## src/rtl/bcd_conv_arbiter_if.sv

```systemverilog
// Request/grant/result bundle shared by the two requesters and the
// double-dabble converter.
interface bcd_conv_arbiter_if #(
  parameter int WIDTH  = 8,
  parameter int DIGITS = 3
);
  logic                  req0;
  logic [WIDTH-1:0]      data0;
  logic                  gnt0;
  logic                  req1;
  logic [WIDTH-1:0]      data1;
  logic                  gnt1;
  logic                  busy;
  logic                  done;
  logic                  owner;
  logic [4*DIGITS-1:0]   bcd;

  modport master (
    output req0, data0, req1, data1,
    input  gnt0, gnt1, busy, done, owner, bcd
  );

  modport slave (
    input  req0, data0, req1, data1,
    output gnt0, gnt1, busy, done, owner, bcd
  );
endinterface

```

## src/rtl/bcd_conv_arbiter.sv

```systemverilog
// Shared sequential binary-to-BCD converter (shift-add-3) with a two-way
// round-robin arbiter. Optional macro BCD_BLANK_EN enables leading-zero blanking.
module bcd_conv_arbiter #(
  parameter int WIDTH  = 8,
  parameter int DIGITS = 3
) (
  input  logic                clk,
  input  logic                rst,
  bcd_conv_arbiter_if.slave   bus,
  output logic [1:0]          state_o
);
  // Handshake: a requester holds reqN and dataN stable until gntN is seen;
  // the operand is captured at the edge where gntN is high. gntN exists only
  // in IDLE. done pulses for one cycle with bcd/owner valid, and they hold
  // until the next done.
  localparam int BW    = 4 * DIGITS;
  localparam int CNT_W = $clog2(WIDTH + 1);

  localparam logic [1:0] S_IDLE = 2'd0;
  localparam logic [1:0] S_CONV = 2'd1;
  localparam logic [1:0] S_DONE = 2'd2;

  logic [1:0]          state_q, state_d;
  logic [WIDTH-1:0]    bin_q, bin_d;
  logic [BW-1:0]       scr_q, scr_d;
  logic [BW-1:0]       bcd_q, bcd_d;
  logic [CNT_W-1:0]    cnt_q, cnt_d;
  logic                cur_q, cur_d;
  logic                owner_q, owner_d;
  logic                last_q, last_d;
  logic                gnt0, gnt1;
  logic [BW-1:0]       adj;
  logic [BW+WIDTH-1:0] shifted;

`ifdef BCD_BLANK_EN
  function automatic logic [BW-1:0] fmt(input logic [BW-1:0] v);
    logic [BW-1:0] r;
    logic          lead;
    r    = v;
    lead = 1'b1;
    for (int i = DIGITS - 1; i >= 1; i--) begin
      if (lead && (v[4*i +: 4] == 4'd0)) r[4*i +: 4] = 4'hF;
      else lead = 1'b0;
    end
    return r;
  endfunction
`else
  function automatic logic [BW-1:0] fmt(input logic [BW-1:0] v);
    return v;
  endfunction
`endif

  // last_q == 1 means requester 1 was granted last, so requester 0 wins a tie.
  always_comb begin
    gnt0 = 1'b0;
    gnt1 = 1'b0;
    if (state_q == S_IDLE) begin
      if (bus.req0 && (!bus.req1 || last_q)) gnt0 = 1'b1;
      else if (bus.req1)                     gnt1 = 1'b1;
    end
  end

  always_comb begin
    adj = '0;
    for (int i = 0; i < DIGITS; i++) begin
      adj[4*i +: 4] = (scr_q[4*i +: 4] >= 4'd5) ? scr_q[4*i +: 4] + 4'd3
                                                 : scr_q[4*i +: 4];
    end
    shifted = {adj, bin_q} << 1;
  end

  always_comb begin
    state_d = state_q;
    bin_d   = bin_q;
    scr_d   = scr_q;
    bcd_d   = bcd_q;
    cnt_d   = cnt_q;
    cur_d   = cur_q;
    owner_d = owner_q;
    last_d  = last_q;
    case (state_q)
      S_IDLE: begin
        if (gnt0 || gnt1) begin
          bin_d   = gnt0 ? bus.data0 : bus.data1;
          scr_d   = '0;
          cnt_d   = '0;
          cur_d   = gnt1;
          last_d  = gnt1;
          state_d = S_CONV;
        end
      end
      S_CONV: begin
        scr_d = shifted[BW+WIDTH-1:WIDTH];
        bin_d = shifted[WIDTH-1:0];
        cnt_d = cnt_q + 1'b1;
        if (cnt_q == CNT_W'(WIDTH - 1)) begin
          bcd_d   = fmt(shifted[BW+WIDTH-1:WIDTH]);
          owner_d = cur_q;
          state_d = S_DONE;
        end
      end
      S_DONE:  state_d = S_IDLE;
      default: state_d = S_IDLE;
    endcase
  end

  always_ff @(posedge clk) begin
    if (rst) begin
      state_q <= S_IDLE;
      bin_q   <= '0;
      scr_q   <= '0;
      bcd_q   <= '0;
      cnt_q   <= '0;
      cur_q   <= 1'b0;
      owner_q <= 1'b0;
      last_q  <= 1'b1;
    end else begin
      state_q <= state_d;
      bin_q   <= bin_d;
      scr_q   <= scr_d;
      bcd_q   <= bcd_d;
      cnt_q   <= cnt_d;
      cur_q   <= cur_d;
      owner_q <= owner_d;
      last_q  <= last_d;
    end
  end

  assign bus.gnt0  = gnt0;
  assign bus.gnt1  = gnt1;
  assign bus.busy  = (state_q != S_IDLE);
  assign bus.done  = (state_q == S_DONE);
  assign bus.owner = owner_q;
  assign bus.bcd   = bcd_q;
  assign state_o   = state_q;
endmodule
```

## src/flat_wrapper.sv

```systemverilog
// flat-port wrapper written by rule: the top's interface ports become plain ports
module bcd_conv_arbiter_flat 
#(
  parameter int WIDTH  = 8,
  parameter int DIGITS = 3
)
  (clk, rst, state_o, bus_req0, bus_data0, bus_req1, bus_data1, bus_gnt0, bus_gnt1, bus_busy, bus_done, bus_owner, bus_bcd);
  bcd_conv_arbiter_if #(.WIDTH(WIDTH), .DIGITS(DIGITS)) bus_i ();
  input  logic clk;
  input  logic rst;
  output logic [1:0] state_o;
  input wire logic [$bits(bus_i.req0)-1:0] bus_req0;
  input wire logic [$bits(bus_i.data0)-1:0] bus_data0;
  input wire logic [$bits(bus_i.req1)-1:0] bus_req1;
  input wire logic [$bits(bus_i.data1)-1:0] bus_data1;
  output wire logic [$bits(bus_i.gnt0)-1:0] bus_gnt0;
  output wire logic [$bits(bus_i.gnt1)-1:0] bus_gnt1;
  output wire logic [$bits(bus_i.busy)-1:0] bus_busy;
  output wire logic [$bits(bus_i.done)-1:0] bus_done;
  output wire logic [$bits(bus_i.owner)-1:0] bus_owner;
  output wire logic [$bits(bus_i.bcd)-1:0] bus_bcd;
  assign bus_i.req0 = bus_req0;
  assign bus_i.data0 = bus_data0;
  assign bus_i.req1 = bus_req1;
  assign bus_i.data1 = bus_data1;
  assign bus_gnt0 = bus_i.gnt0;
  assign bus_gnt1 = bus_i.gnt1;
  assign bus_busy = bus_i.busy;
  assign bus_done = bus_i.done;
  assign bus_owner = bus_i.owner;
  assign bus_bcd = bus_i.bcd;
  bcd_conv_arbiter #(.WIDTH(WIDTH), .DIGITS(DIGITS)) u_core (.clk(clk), .rst(rst), .bus(bus_i), .state_o(state_o));
endmodule
```

## config.mk

```make
export PLATFORM = sky130hd
export DESIGN_NAME = bcd_conv_arbiter_flat
export DESIGN_NICKNAME = d
export VERILOG_FILES = /design/src/rtl/bcd_conv_arbiter_if.sv /design/src/rtl/bcd_conv_arbiter.sv /design/src/flat_wrapper.sv
export SDC_FILE = /design/constraint.sdc
export NUM_CORES = 1
export LEC_CHECK = 0
export CORE_ASPECT_RATIO = 1.2
export CORE_MARGIN = 1
export CORE_UTILIZATION = 24
export DETAILED_ROUTE_END_ITERATION = 8
export GPL_TIMING_DRIVEN = 0
export PLACE_DENSITY_LB_ADDON = 0.3
export SLEW_MARGIN = 20
export SYNTH_ARGS = -nofsm -noshare
export SYNTH_HDL_FRONTEND = slang
export SYNTH_SLANG_ARGS = --single-unit
```

## constraint.sdc

```tcl
create_clock -name clk -period 3.55 [get_ports clk]
set_input_delay 0.71 -clock clk [delete_from_list [all_inputs] [get_ports clk]]
set_output_delay 0.71 -clock clk [all_outputs]
set_load 0.02 [all_outputs]
```

## Word-level counts from Yosys, hierarchy flattened

Cells that the tools add are included.

| cells by class | value |
|---|---|
| reduce and logical (&&, ||, !) cells | 11 |
| muxes and demuxes | 18 |
| equality and inequality tests | 5 |
| $lt $le $gt $ge | 3 |
| add/sub/neg operators | 4 |

Operator list:

| kind | number |
|---|---|
| $pmux 12 s2 | 1 |
| $mux 8 | 2 |
| $pmux 8 s2 | 1 |
| $ge 4x3->1 const B | 3 |
| $mux 12 | 1 |
| $mux 4 | 3 |
| $add 4x2->4 const B | 2 |
| $pmux 4 s2 | 1 |
| $reduce_and 2->1 | 4 |
| $mux 1 | 5 |
| $add 4x1->4 const B | 1 |
| $eq 4x3->1 const B | 1 |
| $mux 2 | 2 |
| $pmux 2 s2 | 1 |
| $reduce_bool 2->1 | 2 |
| $add 3x2->3 const B | 1 |
| $mux 3 | 1 |
| $eq 2x1->1 const B | 1 |
| $eq 2x2->1 const B | 1 |
| $logic_not 2->1 | 1 |
| $logic_or 1x1->1 | 2 |
| $ne 2x1->1 const B | 1 |
| $ne 2x2->1 const B | 1 |
| $logic_and 1x1->1 | 1 |
| $logic_not 1->1 | 1 |

| word-level totals | value |
|---|---|
| output and inout bits | 19 |
| bits in registers | 41 |

## Depth between registers and ports, before layout

Gate-level depths: netlist (run 1).

| logic depth | value |
|---|---|
| depth in word-level cells | 8 |
| depth in mapped cells | 6 |

## Least setup slack after synthesis (run 1)

Ideal clock, no wire load.

| timing path | value |
|---|---|
| path type | input to output |
| start point | in bus_req0 |
| end point | out bus_gnt0 |
| buffers on the path | 1 |
| stages on the path | 3 |
| data arrival time | 1.384 ns |
| setup slack | 1.456 ns |
| path through | or3b_1 -> buf_2 -> nor2_4 |

| on the way | value |
|---|---|
| cells in the longest elaborated chain, start to end | 3 |

Ends and longest elaborated chain:

| what | line | text |
|---|---|---|
| start: declaration | flat_wrapper.sv:12 | `input wire logic [$bits(bus_i.req0)-1:0] bus_req0;` |
| $logic_and 1x1->1 | bcd_conv_arbiter.sv:58 | `if (bus.req0 && (!bus.req1 \|\| last_q)) gnt0 = 1'b1;` |
| $mux 1 | bcd_conv_arbiter.sv:58 |  |
| $mux 1 | bcd_conv_arbiter.sv:57 | `if (state_q == S_IDLE) begin` |
| end: declaration | flat_wrapper.sv:16 | `output wire logic [$bits(bus_i.gnt0)-1:0] bus_gnt0;` |

No other way between the ends.

## Final worst setup path (run 1)

Ends and elaborated chain as after synthesis.

==> impl_metrics.py, run 1 <==
metrics = {
    "placement": {
        "postPlaceCellArea_um2": 2470,
        "number_of_port_buffers": 37,
        "dpl_worst_slack_ps": 292,
        "place_congestion": 0.760,
        "place.detailed.hpwl_mm": 3.58,
    },
    "floorplanning": {
        "initial_core_util": 0.253,
        "fp.dieArea_um2": 8640,
        "top_level_ports": 39,
        "die_y_um": 102,
        "core-area_um2": 7840,
        "rows": 35,
        "fp.dieW_um": 85.0,
    },
    "critical_path": {
        "worst_r2r_endpoint": "u_core.bus.bcd[11]",
        "critical-path-max-stage-delay_ps": 620,
        "crit_chain": "clkdlybuf4s50_1, or3b_1, buf_2, nor2_4, clkdlybuf4s50_1",
        "path_delay_family": "buffers and inverters",
        "worst-path-stages": 5,
        "critPathCapture": "bus_gnt0",
        "crit_top_cell": "sky130_fd_sc_hd__clkdlybuf4s50_1",
        "ff2ff_setup_slack_ps": 1560,
        "critical_path.slowest_cell": "sky130_fd_sc_hd__clkdlybuf4s50_1",
        "regToRegStartpoint": "u_core.cnt_q[0]",
        "critical_path.startpoint": "bus_req0",
        "critical_path.max_fanout": 9,
        "crit_arrival_ps": 2540,
        "criticalPathCategory": "in2out",
        "crit_required_ps": 2840,
        "launching_element_type_of_the_critical_path": "input pin",
        "critPathBufInv": 3,
        "worst_setup_path_end_kind": "primary output",
        "r2r.worst_path.cells": 5,
    },
    "clock_network": {
        "post-cts-setup-buffers": 0,
        "number_of_clock_sinks": 41,
        "postCtsHoldBufs": 0,
        "ctsHtreeMaxLevel": 2,
        "tritoncts": "yes",
        "tritoncts.num_buffers": 5,
        "longest_clk_path_bufs": 2,
        "cts.clk_slew.worst_paths_ps": 80,
        "cts_resized": 0,
        "clk_root_buffer_cell": "sky130_fd_sc_hd__clkbuf_8",
        "clock_insertion_delay_worst_skew_ps": 310,
    },
    "synth": {
        "netlist_instances": 228,
        "synth_flop_cell": "sky130_fd_sc_hd__dfxtp_1",
        "yosys_warnings": 0,
        "synth-async-reset-ratio": 0,
        "number_of_flops_mapped_to_enable_cells_by_yosys": 0,
        "synth_nets": 255,
        "yosysUniqueCellTypes": 35,
        "syn-cell-area_um2": 1980,
        "synth.avg_cell_area_um2": 8.70,
        "synth_register_bits": 41,
        "sequential_share_of_the_synthesized_area": 0.414,
    },
    "global_routing": {
        "initial_antenna_violation_count": 0,
        "grt_start_max_net_pins": 15,
        "grt.met1_usage": 0.148,
        "grtUsageMet3": 0.0285,
        "use_met2": 0.207,
        "groute.usage.overall": 0.122,
        "grt_pass1_wl_mm": 8.40,
        "grt_remaining_overflow": 0,
        "grt_pass1_vias": 1785,
        "grt_busiest_layer": "met2",
    },
    "hold_path": {
        "timing.hold.worst.start": "u_core.bin_q[6]",
        "hold_path.class": "reg2reg",
    },
    "status": {
        "run_status": "finished, final reports clean",
    },
    "timing": {
        "report.final.setup_viol": 0,
        "max_freq_ghz": 0.308,
        "timing_worst_slew_pin_value_ps": 860,
        "timing_hold_violations_final": 0,
        "period_minus_slack_ps": 3250,
        "timing.final.crit_share": 0.916,
        "rsz0062_at_grt": "no",
        "finalClockSkew_ps": 21.7,
        "finalMaxSlewViolations": 0,
        "finalWorstSetupSlack_ps": 299,
        "setup_tns_ps": 0,
        "worst_slew_margin_rel": 0.426,
    },
    "flow_run": {
        "drv_cap": 0,
    },
    "drt": {
        "drc": 0,
        "dr_total_vias": 1783,
        "via_per_instance_ratio": 4.88,
        "wl_per_cell_um": 13.6,
        "drt_iter0_drc": 59,
        "firstDrtPassIters": 4,
        "wl_mm": 4.96,
        "drt.antenna.violating_nets": 0,
    },
    "final_layout": {
        "layout.nets": 299,
        "postLayoutCellArea_um2": 2560,
        "fillers": 846,
        "final_util": 0.327,
        "diodes": 0,
        "drive_gt1_frac": 0.0769,
        "synthToLayoutAreaGrowth_pct": 29.0,
    },
    "power_and_ir_drop": {
        "p_leak_nw": 0.845,
        "power.total_mw": 0.909,
        "peakVddDrop_mv": 0.196,
        "powerDensity_nw_per_um2": 355,
    },
}
sequential cells by signal, summed over array words and instances, names as in the netlist:
name              cells
u_core.state_o        2
u_core.cur_q          1
u_core.last_q         1
u_core.bus.owner      1
u_core.bin_q          8
u_core.scr_q         12
u_core.bus.bcd       12
u_core.cnt_q          4
cell type report:
cell class | count | area, um^2 | area share
multi-input combinational | 165 | 1080 | 0.420
sequential | 41 | 821 | 0.321
timing repair buffer | 37 | 370 | 0.145
tap | 92 | 115 | 0.0450
clock buffer | 5 | 68.8 | 0.0269
buffer | 12 | 50.0 | 0.0196
inverter | 10 | 37.5 | 0.0147
clock inverter | 3 | 21.3 | 0.00831
layout by cell type, fill, tap and decap left out, types with 5 or more instances in the layout:
cell type / synthesis / final
sky130_fd_sc_hd__dfxtp_1: 41 / 41
sky130_fd_sc_hd__clkdlybuf4s50_1: 0 / 37
sky130_fd_sc_hd__nor2_1: 19 / 19
sky130_fd_sc_hd__nand2b_1: 19 / 19
sky130_fd_sc_hd__nand3_1: 18 / 18
sky130_fd_sc_hd__o21ai_0: 17 / 17
sky130_fd_sc_hd__a21oi_1: 13 / 13
sky130_fd_sc_hd__inv_1: 10 / 10
sky130_fd_sc_hd__nor3_1: 8 / 8
sky130_fd_sc_hd__clkbuf_1: 7 / 7
sky130_fd_sc_hd__a32o_1: 7 / 7
sky130_fd_sc_hd__ha_1: 7 / 7
sky130_fd_sc_hd__nand2_1: 6 / 6
sky130_fd_sc_hd__nor3b_1: 6 / 6
sky130_fd_sc_hd__o22ai_1: 6 / 6
sky130_fd_sc_hd__a211oi_1: 5 / 5
sky130_fd_sc_hd__clkbuf_8: 0 / 5
layer usage:
layer | share of wire | wire length (um)
met5 | 0 | 0
met4 | 0.020 | 98
met3 | 0.039 | 194
met2 | 0.46 | 2300
met1 | 0.48 | 2370
worst min path at each step:
stage	depth (start not counted)	end	slack, ps
6_report	1	u_core.bin_q[6]	460
5_1_grt	1	u_core.bin_q[6]	490
4_1_cts	1	u_core.bin_q[6]	470
3_5_place_dp	1	u_core.bin_q[6]	450
3_3_place_gp	1	u_core.bin_q[1]	440
2_1_floorplan	2	u_core.bin_q[0]	420
cells by family (layout without fill, tap and decap cells):
group,count (synthesis),in the layout,synth area share
simple gates,88,88,0.248
compound gates,61,61,0.204
flops,41,41,0.414
buf+inv,22,67,0.0441
fa+ha+maj,7,7,0.0441
mux,6,6,0.0322
xor+xnor,3,3,0.0132
metrics by stage:
stage | hold WS, ps | cells
finish | 464 | 365
global placement | 443 | 357
detailed placement | 447 | 357
global route | 491 | 365
floorplan | 416 | 228
CTS | 466 | 365
cell usage after synthesis (all sizes together) (4+ instances only):
cell type  count  share of area
dfxtp         41           0.41
nand2b        20          0.064
nor2          20          0.042
nand3         18          0.045
o21ai         17          0.043
a21oi         13          0.033
inv           10          0.019
nor3           8          0.020
a32o           7          0.035
clkbuf         7          0.013
ha             7          0.044
nand2          6          0.011
nor3b          6          0.023
o22ai          6          0.019
a211oi         5          0.019
buf            5          0.012
o32ai          4          0.018
report_power, final:
group | total [mW] | internal, mW | leakage, nW | switching, mW
sequential | 0.481 | 0.472 | 0.333 | 0.00905
combinational | 0.106 | 0.0519 | 0.467 | 0.0536
clock | 0.322 | 0.140 | 0.0445 | 0.182
(Power assumes the default switching activity.)
==> run 2, diff against run 1 <==
--- a/config.mk
+++ b/config.mk
@@ -5,11 +5,13 @@
 export SDC_FILE = /design/constraint.sdc
 export NUM_CORES = 1
 export LEC_CHECK = 0
+export CAP_MARGIN = 10
 export CORE_ASPECT_RATIO = 1.2
 export CORE_MARGIN = 1
 export CORE_UTILIZATION = 24
 export DETAILED_ROUTE_END_ITERATION = 8
 export GPL_TIMING_DRIVEN = 0
+export MAX_ROUTING_LAYER = met4
 export PLACE_DENSITY_LB_ADDON = 0.3
 export SLEW_MARGIN = 20
 export SYNTH_ARGS = -nofsm -noshare
==> run 2 against run 1 <==
Register-to-register slack hardly changed. Final cell count stayed put. Via count is 0.34% lower. Setup slack worse by 0.55 ps. Clock skew is 4.5 ps lower. Maximum frequency hardly changed. Utilization stayed put. Highest routed layer unchanged.
==> impl_metrics.py, run 2 (synthesized netlist as in run 1, its figures left out) <==
metrics = {
    "status": {
        "run_status": "finished, final reports clean",
    },
    "timing": {
        "timing_worst_slew_pin_value_ps": 858,
        "finalWorstSetupSlack_ps": 299,
        "timing_hold_violations_final": 0,
        "worst_slew_margin_rel": 0.426,
        "period_minus_slack_ps": 3250,
        "timing.final.crit_share": 0.916,
        "finalMaxSlewViolations": 0,
        "report.final.setup_viol": 0,
        "rsz0062_at_grt": "no",
        "finalClockSkew_ps": 17.2,
        "setup_tns_ps": 0,
        "max_freq_ghz": 0.308,
    },
    "drt": {
        "wl_per_cell_um": 13.5,
        "dr_total_vias": 1777,
        "drt_iter0_drc": 62,
        "firstDrtPassIters": 4,
        "wl_mm": 4.95,
        "drt.antenna.violating_nets": 0,
        "via_per_instance_ratio": 4.87,
        "drc": 0,
    },
    "clock_network": {
        "longest_clk_path_bufs": 2,
        "ctsHtreeMaxLevel": 2,
        "clk_root_buffer_cell": "sky130_fd_sc_hd__clkbuf_8",
        "tritoncts.num_buffers": 5,
        "cts_resized": 0,
        "tritoncts": "yes",
        "cts.clk_slew.worst_paths_ps": 80,
        "clock_insertion_delay_worst_skew_ps": 300,
        "postCtsHoldBufs": 0,
        "number_of_clock_sinks": 41,
        "post-cts-setup-buffers": 0,
    },
    "floorplanning": {
        "fp.dieArea_um2": 8640,
        "core-area_um2": 7840,
        "fp.dieW_um": 85.0,
        "rows": 35,
        "initial_core_util": 0.253,
        "die_y_um": 102,
        "top_level_ports": 39,
    },
    "power_and_ir_drop": {
        "p_leak_nw": 0.845,
        "peakVddDrop_mv": 0.192,
        "powerDensity_nw_per_um2": 353,
    },
    "placement": {
        "place_congestion": 0.770,
        "postPlaceCellArea_um2": 2470,
        "place.detailed.hpwl_mm": 3.58,
        "dpl_worst_slack_ps": 292,
        "number_of_port_buffers": 37,
    },
    "final_layout": {
        "final_common_cell": "sky130_fd_sc_hd__dfxtp_1",
        "most-common-layout-cells": "sky130_fd_sc_hd__dfxtp_1, sky130_fd_sc_hd__clkdlybuf4s50_1, sky130_fd_sc_hd__nor2_1, sky130_fd_sc_hd__nand2b_1, sky130_fd_sc_hd__nand3_1",
        "layout.nets": 299,
        "synthToLayoutAreaGrowth_pct": 29.0,
        "drive_gt1_frac": 0.0769,
        "diodes": 0,
        "postLayoutCellArea_um2": 2560,
    },
    "critical_path": {
        "critical_path.max_fanout": 9,
        "regToRegStartpoint": "u_core.cnt_q[0]",
        "crit_arrival_ps": 2540,
        "criticalPathCategory": "in2out",
        "worst_setup_path_end_kind": "primary output",
        "crit_required_ps": 2840,
        "critical_path.startpoint": "bus_req0",
        "launching_element_type_of_the_critical_path": "input pin",
    },
    "flow_run": {
        "drv_cap": 0,
    },
    "global_routing": {
        "grt_start_max_net_pins": 15,
        "grt_pass1_wl_mm": 8.39,
        "grt_remaining_overflow": 0,
        "initial_antenna_violation_count": 0,
        "groute.usage.overall": 0.126,
        "grt_pass1_vias": 1784,
    },
    "hold_path": {
        "timing.hold.worst.start": "u_core.bin_q[6]",
        "hold_path.class": "reg2reg",
    },
}
[run 2: area by class of cell]
type	count	area [um^2]
fill	846	5280
buffer	12	50.0
timing repair buffer	37	370
multi-input combinational	165	1080
clock buffer	5	68.8
sequential	41	821
inverter	10	37.5
clock inverter	3	21.3
tap	92	115
[run 2: path summary, 6_finish.rpt]
check | endpoint | slack, ps | cells after the start
setup / recovery | bus_gnt0 | 300 | 5
hold / removal | u_core.bin_q[6] | 460 | 1
setup reg to reg | u_core.bus.bcd[11] | 1560 | 5
hold reg to reg | u_core.bin_q[6] | 460 | 1
[run 2: worst max-delay path, stage by stage]
cell and delay, ps:
sky130_fd_sc_hd__clkdlybuf4s50_1 530, sky130_fd_sc_hd__or3b_1 350, sky130_fd_sc_hd__buf_2 190, sky130_fd_sc_hd__nor2_4 140, sky130_fd_sc_hd__clkdlybuf4s50_1 620
[run 2: stage by stage]
step	hold WS (ps)	std cells	utilization	power [mW]
global placement	443	357	0.315	0.598
floorplan	416	228	-	0.552
global route	491	365	0.327	0.945
detailed placement	447	357	0.315	0.598
finish	464	365	0.327	0.904
CTS	466	365	0.327	0.916
[run 2: layer usage]
layer / share of wire / global-route usage / wire (um) / vias up
li1: - / - / - / 912
met1: 0.49 / 0.149 / 2400 / 809
met2: 0.46 / 0.207 / 2260 / 45
met3: 0.034 / 0.0244 / 168 / 11
met4: 0.023 / 0.0587 / 112 / 0
met5: 0 / - / 0 / -
[run 2: power breakdown]
group	internal, mW	switching, mW
Sequential	0.472	0.00912
Clock	0.140	0.177
Combinational	0.0519	0.0538
Total	0.664	0.240
==> run 3, diff against run 2 <==
--- a/config.mk
+++ b/config.mk
@@ -5,12 +5,12 @@
 export SDC_FILE = /design/constraint.sdc
 export NUM_CORES = 1
 export LEC_CHECK = 0
-export CAP_MARGIN = 10
+export ABC_CLOCK_PERIOD_IN_PS = 3550
+export CAP_MARGIN = 15
 export CORE_ASPECT_RATIO = 1.2
 export CORE_MARGIN = 1
 export CORE_UTILIZATION = 24
 export DETAILED_ROUTE_END_ITERATION = 8
-export GPL_TIMING_DRIVEN = 0
 export MAX_ROUTING_LAYER = met4
 export PLACE_DENSITY_LB_ADDON = 0.3
 export SLEW_MARGIN = 20
==> run 3 against run 2 <==
Combinational power hardly changed. Critical endpoint unchanged. Critical path type unchanged. Maximum frequency decreased by 0.68%. Final cell count decreased by 2.2%. Power grew 6.6%. Clock power up 19%. Cell area increased by 0.15%.
==> impl_metrics.py, run 3 (synthesized netlist as in run 1, its figures left out) <==
metrics = {
    "status": {
        "run_status": "finished, final reports clean",
    },
    "final_layout": {
        "regArea_um2": 821,
        "final_common_cell": "sky130_fd_sc_hd__dfxtp_1",
        "postLayoutCellArea_um2": 2560,
        "synthToLayoutAreaGrowth_pct": 29.2,
        "layout.nets": 291,
        "most-common-layout-cells": "sky130_fd_sc_hd__dfxtp_1, sky130_fd_sc_hd__clkdlybuf4s50_1, sky130_fd_sc_hd__nor2_1, sky130_fd_sc_hd__nand2b_1, sky130_fd_sc_hd__nand3_1",
        "instances_no_fill": 357,
        "diodes": 0,
        "multi_input_comb_area_um2": 1080,
        "fillers": 802,
        "drive_gt1_frac": 0.0717,
        "final_util": 0.327,
    },
    "floorplanning": {
        "fp.dieArea_um2": 8640,
        "core-area_um2": 7840,
        "rows": 35,
        "die_y_um": 102,
        "initial_core_util": 0.253,
        "top_level_ports": 39,
        "fp.dieW_um": 85.0,
    },
    "timing": {
        "timing_worst_slew_pin_value_ps": 859,
        "max_freq_ghz": 0.305,
        "report.final.setup_viol": 0,
        "worst_slew_margin_rel": 0.425,
        "rsz0062_at_grt": "no",
        "finalMaxSlewViolations": 0,
        "timing.final.crit_share": 0.922,
        "finalClockSkew_ps": 10.8,
        "setup_tns_ps": 0,
        "period_minus_slack_ps": 3270,
        "timing_hold_violations_final": 0,
    },
    "critical_path": {
        "critical_path.max_fanout": 9,
        "crit_required_ps": 2840,
        "crit_arrival_ps": 2560,
        "criticalPathCategory": "in2out",
        "launching_element_type_of_the_critical_path": "input pin",
        "worst_setup_path_end_kind": "primary output",
    },
    "drt": {
        "drc": 0,
        "wl_mm": 4.64,
        "dr_total_vias": 1693,
        "via_per_instance_ratio": 4.74,
        "drt_iter0_drc": 104,
        "wl_per_cell_um": 13.0,
        "drt.antenna.violating_nets": 0,
        "firstDrtPassIters": 4,
    },
    "power_and_ir_drop": {
        "power.total_mw": 0.964,
        "peakVddDrop_mv": 0.152,
        "powerDensity_nw_per_um2": 376,
        "p_leak_nw": 0.846,
    },
    "placement": {
        "place_congestion": 0.764,
        "postPlaceCellArea_um2": 2450,
        "place.detailed.hpwl_mm": 3.28,
        "numPlacedInstances": 349,
        "number_of_port_buffers": 38,
    },
    "clock_network": {
        "clock_insertion_delay_worst_skew_ps": 290,
        "cts_resized": 0,
        "tritoncts": "yes",
        "postCtsHoldBufs": 0,
        "tritoncts.num_buffers": 5,
        "number_of_clock_sinks": 41,
        "cts.clk_slew.worst_paths_ps": 80,
        "ctsHtreeMaxLevel": 2,
        "clk_root_buffer_cell": "sky130_fd_sc_hd__clkbuf_8",
        "post-cts-setup-buffers": 0,
        "longest_clk_path_bufs": 2,
    },
    "global_routing": {
        "grt_remaining_overflow": 0,
        "grt_pass1_vias": 1617,
        "groute.usage.overall": 0.113,
        "grt_pass1_wl_mm": 7.62,
        "grt_start_max_net_pins": 37,
        "initial_antenna_violation_count": 0,
    },
    "hold_path": {
        "hold_path.class": "reg2reg",
    },
    "flow_run": {
        "drv_cap": 0,
    },
}
run 3: changes by cell type in the layout (fill, tap and decap cells not counted), sizes merged:
cell,delta
clkinvlp,-1
inv,-1
clkdlybuf4s50,+1
buf,-2
bufinv,+1
clkbuf,-6
run 3: where the power goes:
group	switching (mW)	internal [mW]
logic	0.0537	0.0521
clock network	0.167	0.211
registers	0.00756	0.472
run 3: per-layer routing:
metal,vias to the layer above,share of wire,GRT usage
li1,895,-,-
met1,756,0.50,0.136
met2,38,0.46,0.190
met3,4,0.035,0.0236
met4,0,0.011,0.0313
met5,-,0,-
run 3: worst max-delay path, stage by stage:
cell and delay [ps]:
sky130_fd_sc_hd__clkdlybuf4s50_1 530, sky130_fd_sc_hd__or3b_1 510, sky130_fd_sc_hd__nor2_4 190, sky130_fd_sc_hd__clkdlybuf4s50_1 620
run 3: path summary, 6_finish.rpt:
kind                                       from                 to  slack, ps  depth (start not counted)
worst max-delay path                   bus_req0           bus_gnt0        280                          4
worst min register to register  u_core.bin_q[1]    u_core.bin_q[1]        470                          1
worst max register to register  u_core.cnt_q[0]  u_core.bus.bcd[3]       1500                          6
worst min-delay path            u_core.bin_q[1]    u_core.bin_q[1]        470                          1
run 3: layout make-up:
type	count	share of cell area
Multi-Input combinational cell	165	0.420
Clock inverter	2	0.0151
Timing Repair Buffer	41	0.157
Clock buffer	6	0.0283
Inverter	10	0.0146
Sequential cell	41	0.320
Tap cell	92	0.0449
run 3: metrics by stage:
stage | hold slack, ps | setup slack (ps)
2_1_floorplan | 416 | 1460
3_3_place_gp | 433 | 321
3_5_place_dp | 446 | 285
4_1_cts | 466 | 275
5_1_grt | 495 | 203
6_report | 469 | 276
